## src/rtl/alu_pkg.sv

```systemverilog
// Shared constants for the ALU operand stage: ALU control codes and the
// RV64I major opcodes this stage understands.
package alu_pkg;

  localparam logic [3:0] ALU_AND = 4'd0;
  localparam logic [3:0] ALU_OR  = 4'd1;
  localparam logic [3:0] ALU_ADD = 4'd2;
  localparam logic [3:0] ALU_SUB = 4'd6;
  localparam logic [3:0] ALU_NOR = 4'd7;

  localparam logic [6:0] OP_R      = 7'b0110011;
  localparam logic [6:0] OP_I      = 7'b0010011;
  localparam logic [6:0] OP_LOAD   = 7'b0000011;
  localparam logic [6:0] OP_STORE  = 7'b0100011;
  localparam logic [6:0] OP_BRANCH = 7'b1100011;

endpackage

```

## src/rtl/alu_operand_stage_imm_gen.sv

```systemverilog
// Immediate generator: S-type immediate for stores, I-type for everything
// else, sign-extended from immediate bit 11 to the full datapath width.
module imm_gen
  import alu_pkg::*;
#(
  parameter int XLEN = 64,
  parameter int ILEN = 32
) (
  input  logic [ILEN-1:0] instr,
  output logic [XLEN-1:0] imm
);

  logic unused_bits;
  assign unused_bits = ^instr[19:12];

  // select S or I immediate layout by opcode and sign-extend
  always_comb begin
    if (instr[6:0] == OP_STORE) begin
      imm = {{(XLEN-12){instr[31]}}, instr[31:25], instr[11:7]};
    end else begin
      imm = {{(XLEN-12){instr[31]}}, instr[31:20]};
    end
  end

endmodule

```

## src/rtl/alu_operand_stage.sv

```systemverilog
// ID/EX stage in front of the ALU: decodes an RV64I instruction into an ALU
// control code, operands and control flags, and holds them in a single-entry
// pipeline register with valid/ready handshake and flush.
module alu_operand_stage
  import alu_pkg::*;
#(
  parameter int XLEN = 64,
  parameter int ILEN = 32
) (
  input  logic            clk,
  input  logic            rst,
  input  logic            flush,
  input  logic            in_valid,
  output logic            in_ready,
  input  logic [ILEN-1:0] instr,
  input  logic [XLEN-1:0] rs1_data,
  input  logic [XLEN-1:0] rs2_data,
  output logic            out_valid,
  input  logic            out_ready,
  output logic [3:0]      alu_ctrl,
  output logic [XLEN-1:0] op_a,
  output logic [XLEN-1:0] op_b,
  output logic [XLEN-1:0] store_data,
  output logic [4:0]      rd,
  output logic            reg_write,
  output logic            mem_read,
  output logic            mem_write,
  output logic            branch,
  output logic            illegal
);

  logic [6:0]      opcode;
  logic [2:0]      f3;
  logic [6:0]      f7;
  logic [4:0]      d_rd;
  logic [XLEN-1:0] imm;

  logic [3:0]      d_ctrl;
  logic [XLEN-1:0] d_a;
  logic [XLEN-1:0] d_b;
  logic [XLEN-1:0] d_sd;
  logic            d_rw;
  logic            d_mr;
  logic            d_mw;
  logic            d_br;
  logic            d_ill;
  logic            capture;

  assign opcode = instr[6:0];
  assign f3     = instr[14:12];
  assign f7     = instr[31:25];
  assign d_rd   = instr[11:7];

  imm_gen #(.XLEN(XLEN), .ILEN(ILEN)) u_imm_gen (
    .instr (instr),
    .imm   (imm)
  );

  // in_ready must never look at in_valid, so upstream can use it freely
  assign in_ready = ~out_valid | out_ready;
  assign capture  = in_valid & in_ready & ~flush;

  // decode opcode/funct fields into ALU control, operands and flags
  always_comb begin
    d_ctrl = ALU_ADD;
    d_a    = '0;
    d_b    = '0;
    d_sd   = '0;
    d_rw   = 1'b0;
    d_mr   = 1'b0;
    d_mw   = 1'b0;
    d_br   = 1'b0;
    d_ill  = 1'b0;
    unique case (opcode)
      OP_R: begin
        if (f3 == 3'b000 && f7 == 7'b0000000)      d_ctrl = ALU_ADD;
        else if (f3 == 3'b000 && f7 == 7'b0100000) d_ctrl = ALU_SUB;
        else if (f3 == 3'b111 && f7 == 7'b0000000) d_ctrl = ALU_AND;
        else if (f3 == 3'b110 && f7 == 7'b0000000) d_ctrl = ALU_OR;
        else                                       d_ill  = 1'b1;
        d_a  = rs1_data;
        d_b  = rs2_data;
        d_rw = 1'b1;
      end
      OP_I: begin
        case (f3)
          3'b000:  d_ctrl = ALU_ADD;
          3'b111:  d_ctrl = ALU_AND;
          3'b110:  d_ctrl = ALU_OR;
          default: d_ill  = 1'b1;
        endcase
        d_a  = rs1_data;
        d_b  = imm;
        d_rw = 1'b1;
      end
      OP_LOAD: begin
        if (f3 == 3'b111) d_ill = 1'b1;
        d_a  = rs1_data;
        d_b  = imm;
        d_mr = 1'b1;
        d_rw = 1'b1;
      end
      OP_STORE: begin
        if (f3[2]) d_ill = 1'b1;
        d_a  = rs1_data;
        d_b  = imm;
        d_sd = rs2_data;
        d_mw = 1'b1;
      end
      OP_BRANCH: begin
        if (f3 == 3'b010 || f3 == 3'b011) d_ill = 1'b1;
        d_ctrl = ALU_SUB;
        d_a    = rs1_data;
        d_b    = rs2_data;
        d_br   = 1'b1;
      end
      default: d_ill = 1'b1;
    endcase
    // illegal encodings go down as a harmless ADD of zeros with no side effects
    if (d_ill) begin
      d_ctrl = ALU_ADD;
      d_a    = '0;
      d_b    = '0;
      d_sd   = '0;
      d_rw   = 1'b0;
      d_mr   = 1'b0;
      d_mw   = 1'b0;
      d_br   = 1'b0;
    end
    if (d_rd == 5'd0) d_rw = 1'b0;
  end

  // single-entry pipeline register: reset > flush > capture > drain
  always_ff @(posedge clk) begin
    if (rst) begin
      out_valid  <= 1'b0;
      alu_ctrl   <= '0;
      op_a       <= '0;
      op_b       <= '0;
      store_data <= '0;
      rd         <= '0;
      reg_write  <= 1'b0;
      mem_read   <= 1'b0;
      mem_write  <= 1'b0;
      branch     <= 1'b0;
      illegal    <= 1'b0;
    end else if (flush) begin
      out_valid <= 1'b0;
    end else if (capture) begin
      out_valid  <= 1'b1;
      alu_ctrl   <= d_ctrl;
      op_a       <= d_a;
      op_b       <= d_b;
      store_data <= d_sd;
      rd         <= d_rd;
      reg_write  <= d_rw;
      mem_read   <= d_mr;
      mem_write  <= d_mw;
      branch     <= d_br;
      illegal    <= d_ill;
    end else if (out_ready) begin
      out_valid <= 1'b0;
    end
  end

endmodule

```

## config.mk

```make
export PLATFORM = sky130hd
export DESIGN_NAME = alu_operand_stage
export DESIGN_NICKNAME = d
export VERILOG_FILES = /design/src/rtl/alu_pkg.sv /design/src/rtl/alu_operand_stage_imm_gen.sv /design/src/rtl/alu_operand_stage.sv
export SDC_FILE = /design/constraint.sdc
export NUM_CORES = 1
export LEC_CHECK = 0
export BUFFER_PORTS_ARGS = -buffer_cell sky130_fd_sc_hd__buf_2
export CAP_MARGIN = 10
export CELL_PAD_IN_SITES_DETAIL_PLACEMENT = 1
export CELL_PAD_IN_SITES_GLOBAL_PLACEMENT = 1
export CORE_MARGIN = 4
export CORE_UTILIZATION = 30
export CTS_CLUSTER_DIAMETER = 200
export CTS_CLUSTER_SIZE = 10
export DETAILED_ROUTE_END_ITERATION = 10
export PLACE_DENSITY_LB_ADDON = 0.08
export SLEW_MARGIN = 20
export SYNTH_ARGS = -nofsm -noshare
export SYNTH_HDL_FRONTEND = slang
export SYNTH_SLANG_ARGS = --single-unit
export TNS_END_PERCENT = 50
```

## constraint.sdc

```tcl
create_clock -name clk -period 2.94 [get_ports clk]
set_input_delay 0.588 -clock clk [delete_from_list [all_inputs] [get_ports clk]]
set_output_delay 0.588 -clock clk [all_outputs]
set_load 0.05 [all_outputs]
```

==> run_summary.xml <==
<?xml version="1.0" encoding="UTF-8"?>
<metrics>
  <group name="run_status">
    <metric name="run_status" unit="">complete, no violations</metric>
  </group>
  <group name="sta">
    <metric name="timing_worst_slew_pin_value" unit="ps">555</metric>
    <metric name="timing.final.crit_period" unit="ps">2170</metric>
    <metric name="fin_crit_sh" unit="">0.737</metric>
    <metric name="setup_viol_count_final" unit="">0</metric>
    <metric name="skew" unit="ps">8.35</metric>
    <metric name="fin_tns_setup" unit="ps">0</metric>
    <metric name="final_hold_viol_count" unit="">0</metric>
    <metric name="fmax" unit="GHz">0.462</metric>
    <metric name="grt_setup_unrepaired" unit="">no</metric>
    <metric name="slew_headroom" unit="">0.629</metric>
    <metric name="timing.final.max_slew_violations" unit="">0</metric>
  </group>
  <group name="yosys">
    <metric name="synthFlopType" unit="">sky130_fd_sc_hd__dfxtp_1</metric>
    <metric name="register_bit_count_reported_by_yosys" unit="">206</metric>
    <metric name="yosysTopAreaCellShare" unit="">0.586</metric>
    <metric name="syn_nets" unit="">837</metric>
    <metric name="synth.area.top_cells" unit="">sky130_fd_sc_hd__dfxtp_1, sky130_fd_sc_hd__a22o_1, sky130_fd_sc_hd__o21ai_0</metric>
    <metric name="synth_compound_area_frac" unit="">0.282</metric>
    <metric name="synth_fa_ha_area_frac" unit="">0</metric>
    <metric name="yosys_warnings" unit="">0</metric>
    <metric name="netlist_area" unit="sq mm">0.00704</metric>
    <metric name="synth_edf_count" unit="">0</metric>
    <metric name="synth_async_sr_flop_share" unit="">0</metric>
    <metric name="post_synth_xor_area_fraction" unit="">0</metric>
    <metric name="post-synth-top-area-cell" unit="">sky130_fd_sc_hd__dfxtp_1</metric>
    <metric name="post_synth_and_or_nand_nor_area_fraction" unit="">0.0734</metric>
    <metric name="yosysUniqueCellTypes" unit="">41</metric>
    <metric name="syn-mean-instance-area" unit="sq um">10.5</metric>
    <metric name="synth_top_family_by_area" unit="">compound AO/OA/AOI/OAI gates</metric>
    <metric name="synthMuxAreaShare" unit="">0.0156</metric>
    <metric name="synthCells" unit="">672</metric>
    <metric name="seq_area_frac_synth" unit="">0.586</metric>
  </group>
  <group name="pwr">
    <metric name="peakVddDrop" unit="V">0.000329</metric>
    <metric name="static-leakage-power" unit="nW">4.67</metric>
    <metric name="powerDensity" unit="mW/mm^2">594</metric>
  </group>
  <group name="floorplanning">
    <metric name="io-pin-count" unit="">373</metric>
    <metric name="core_region_area" unit="sq mm">0.0228</metric>
    <metric name="die_h" unit="microns">161</metric>
    <metric name="start_util" unit="">0.308</metric>
    <metric name="die_width" unit="microns">161</metric>
    <metric name="placementRows" unit="">55</metric>
    <metric name="design.die.area" unit="sq mm">0.0260</metric>
  </group>
  <group name="critical_path">
    <metric name="regToRegStartpoint" unit="">out_valid</metric>
    <metric name="crit_fanout" unit="">26</metric>
    <metric name="path_class" unit="">flop to flop</metric>
    <metric name="cp-end-kind" unit="">flop</metric>
    <metric name="critPathLaunch" unit="">out_valid</metric>
    <metric name="setup.worst_path.start_class" unit="">flop</metric>
    <metric name="cp_data_required_time" unit="ps">3380</metric>
    <metric name="critPathArrivalTime" unit="ps">2610</metric>
  </group>
  <group name="detailed_routing">
    <metric name="detail_route.wl_per_cell" unit="microns">20.2</metric>
    <metric name="drt_iter0_drc" unit="">330</metric>
    <metric name="detailedRoute.firstPassIterationCount" unit="">5</metric>
    <metric name="dr_total_vias" unit="">6623</metric>
    <metric name="met2WireLength" unit="microns">12400</metric>
    <metric name="viasPerCell" unit="">4.96</metric>
    <metric name="maxUsedRoutingLayer" unit="">met4</metric>
    <metric name="wirelength" unit="microns">27000</metric>
    <metric name="met3_length" unit="microns">2530</metric>
    <metric name="drc" unit="">0</metric>
    <metric name="drt.antenna.violating_nets" unit="">0</metric>
    <metric name="met1Wirelength" unit="microns">11300</metric>
  </group>
  <group name="placed_design">
    <metric name="io_buffer_count" unit="">366</metric>
    <metric name="post-dp-hpwl" unit="microns">19300</metric>
    <metric name="gp_routability_congestion" unit="">0.740</metric>
  </group>
  <group name="clock_tree">
    <metric name="cts.clk_slew.worst_paths" unit="ps">60</metric>
    <metric name="cts_post_setup_buffers_inserted" unit="">0</metric>
    <metric name="cts-hold-fix-buffers" unit="">0</metric>
    <metric name="clockRootBuffer" unit="">sky130_fd_sc_hd__clkbuf_16</metric>
    <metric name="tritoncts" unit="">done</metric>
    <metric name="cts-htree-levels" unit="">1</metric>
    <metric name="post_cts_resize_count" unit="">0</metric>
    <metric name="cts.sinks" unit="">206</metric>
    <metric name="clockBufferDepth" unit="">3</metric>
    <metric name="clk_latency" unit="ps">510</metric>
    <metric name="cts-buffers-inserted" unit="">24</metric>
  </group>
  <group name="global_routing">
    <metric name="grt_antenna_before_repair" unit="">2</metric>
    <metric name="grt_pass1_vias" unit="">6897</metric>
    <metric name="grt_max_degree" unit="">115</metric>
    <metric name="grt_first_pass_wirelength" unit="microns">41500</metric>
    <metric name="grt_overflow_total" unit="">0</metric>
    <metric name="groute.usage.overall" unit="">0.198</metric>
  </group>
  <group name="final_layout">
    <metric name="filler_cell_count" unit="">2711</metric>
    <metric name="fin_nets" unit="">1183</metric>
    <metric name="layout_overhead_on_the_synthesized_area" unit="%">40.3</metric>
    <metric name="final_common_cell" unit="">sky130_fd_sc_hd__buf_2</metric>
    <metric name="commonest_cells_after_routing_fill_and_taps_aside" unit="">sky130_fd_sc_hd__buf_2, sky130_fd_sc_hd__dfxtp_1, sky130_fd_sc_hd__a22o_1, sky130_fd_sc_hd__o21ai_0, sky130_fd_sc_hd__nand2_1</metric>
    <metric name="post_route_cells_drive_above_1_share" unit="">0.409</metric>
    <metric name="postLayoutCoreUtil" unit="">0.432</metric>
  </group>
  <group name="hold_path">
    <metric name="hold_path_startpoint" unit="">flush</metric>
    <metric name="holdCritPathClass" unit="">input port to flop</metric>
  </group>
  <group name="run">
    <metric name="cap_viol_max_count" unit="">0</metric>
  </group>
</metrics>
==> metrics by stage <==
step                instances  cell area [sq um]  setup slack (ps)  power, mW  hold slack (ps)
global placement         1305               9220               304       3.28              429
CTS                      1331               9870               701       5.98              246
floorplan                 672               7040               652       3.07              667
global route             1333               9880               576       6.13              272
finish                   1334               9880               773       5.87              271
detailed placement       1305               9220               320       3.28              436
==> sequential cells by signal (all words and copies together) (netlist names) <==
signal and cells:
alu_ctrl 3, branch 1, illegal 1, mem_read 1
mem_write 1, op_a 64, op_b 64, out_valid 1
rd 5, reg_write 1, store_data 64
==> path summary, 6_finish.rpt <==
kind / slack (ps) / cells past startpoint / endpoint
setup / recovery: 770 / 6 / op_a[11]
hold / removal: 270 / 2 / out_valid
setup reg to reg: 770 / 6 / op_a[11]
hold reg to reg: 440 / 2 / op_b[20]
==> power by group <==
group / leakage [nW] / switching, mW / internal (mW)
combinational: 2.69 / 0.258 / 0.151
sequential: 1.66 / 0.00601 / 2.80
clock: 0.322 / 1.08 / 1.57
total: 4.67 / 1.34 / 4.53
==> routing by layer <==
metal	global-route usage	vias to the layer above
li1	-	3166
met5	0	-
met1	0.241	3140
met2	0.329	270
met4	0.0508	0
met3	0.0773	47
==> cells in the mapped netlist (all sizes together), types with 2 or more instances <==
library cell / instances
nand2b: 3
or4: 2
clkbuf: 43
nor2: 15
a32oi: 5
nor4bb: 2
dfxtp: 206
buf: 19
mux2i: 11
nor3b: 4
a22o: 135
nand2: 64
a22oi: 6
a32o: 2
nor2b: 5
nand3: 3
a21oi: 55
o21ai: 68
nand3b: 2
and3: 2
nor3: 4
==> logic make-up (layout without fill, tap and decap cells) <==
group	after synthesis	after routing
buf+inv	63	409
other cells	1	4
mux	11	11
flops	206	206
simple gates	112	112
compound gates	279	279
==> final cells by class <==
class | count | area [sq um] | area share
tap | 313 | 392 | 0.0396
timing repair buffer | 382 | 2050 | 0.208
clock inverter | 1 | 30.0 | 0.00304
antenna | 3 | 7.51 | 0.000760
sequential | 206 | 4120 | 0.417
clock buffer | 25 | 626 | 0.0633
multi-input combinational | 403 | 2650 | 0.268
inverter | 1 | 3.75 | 0.000380
==> worst max-delay path, stage by stage (launching register included) <==
cell and delay [ps]:
sky130_fd_sc_hd__dfxtp_1 300, sky130_fd_sc_hd__nor2b_1 160, sky130_fd_sc_hd__nor3b_2 250, sky130_fd_sc_hd__nor3b_1 520, sky130_fd_sc_hd__and3_2 490, sky130_fd_sc_hd__buf_12 220
sky130_fd_sc_hd__a22o_1 160
Note: power is estimated with default switching activity, not from simulation.
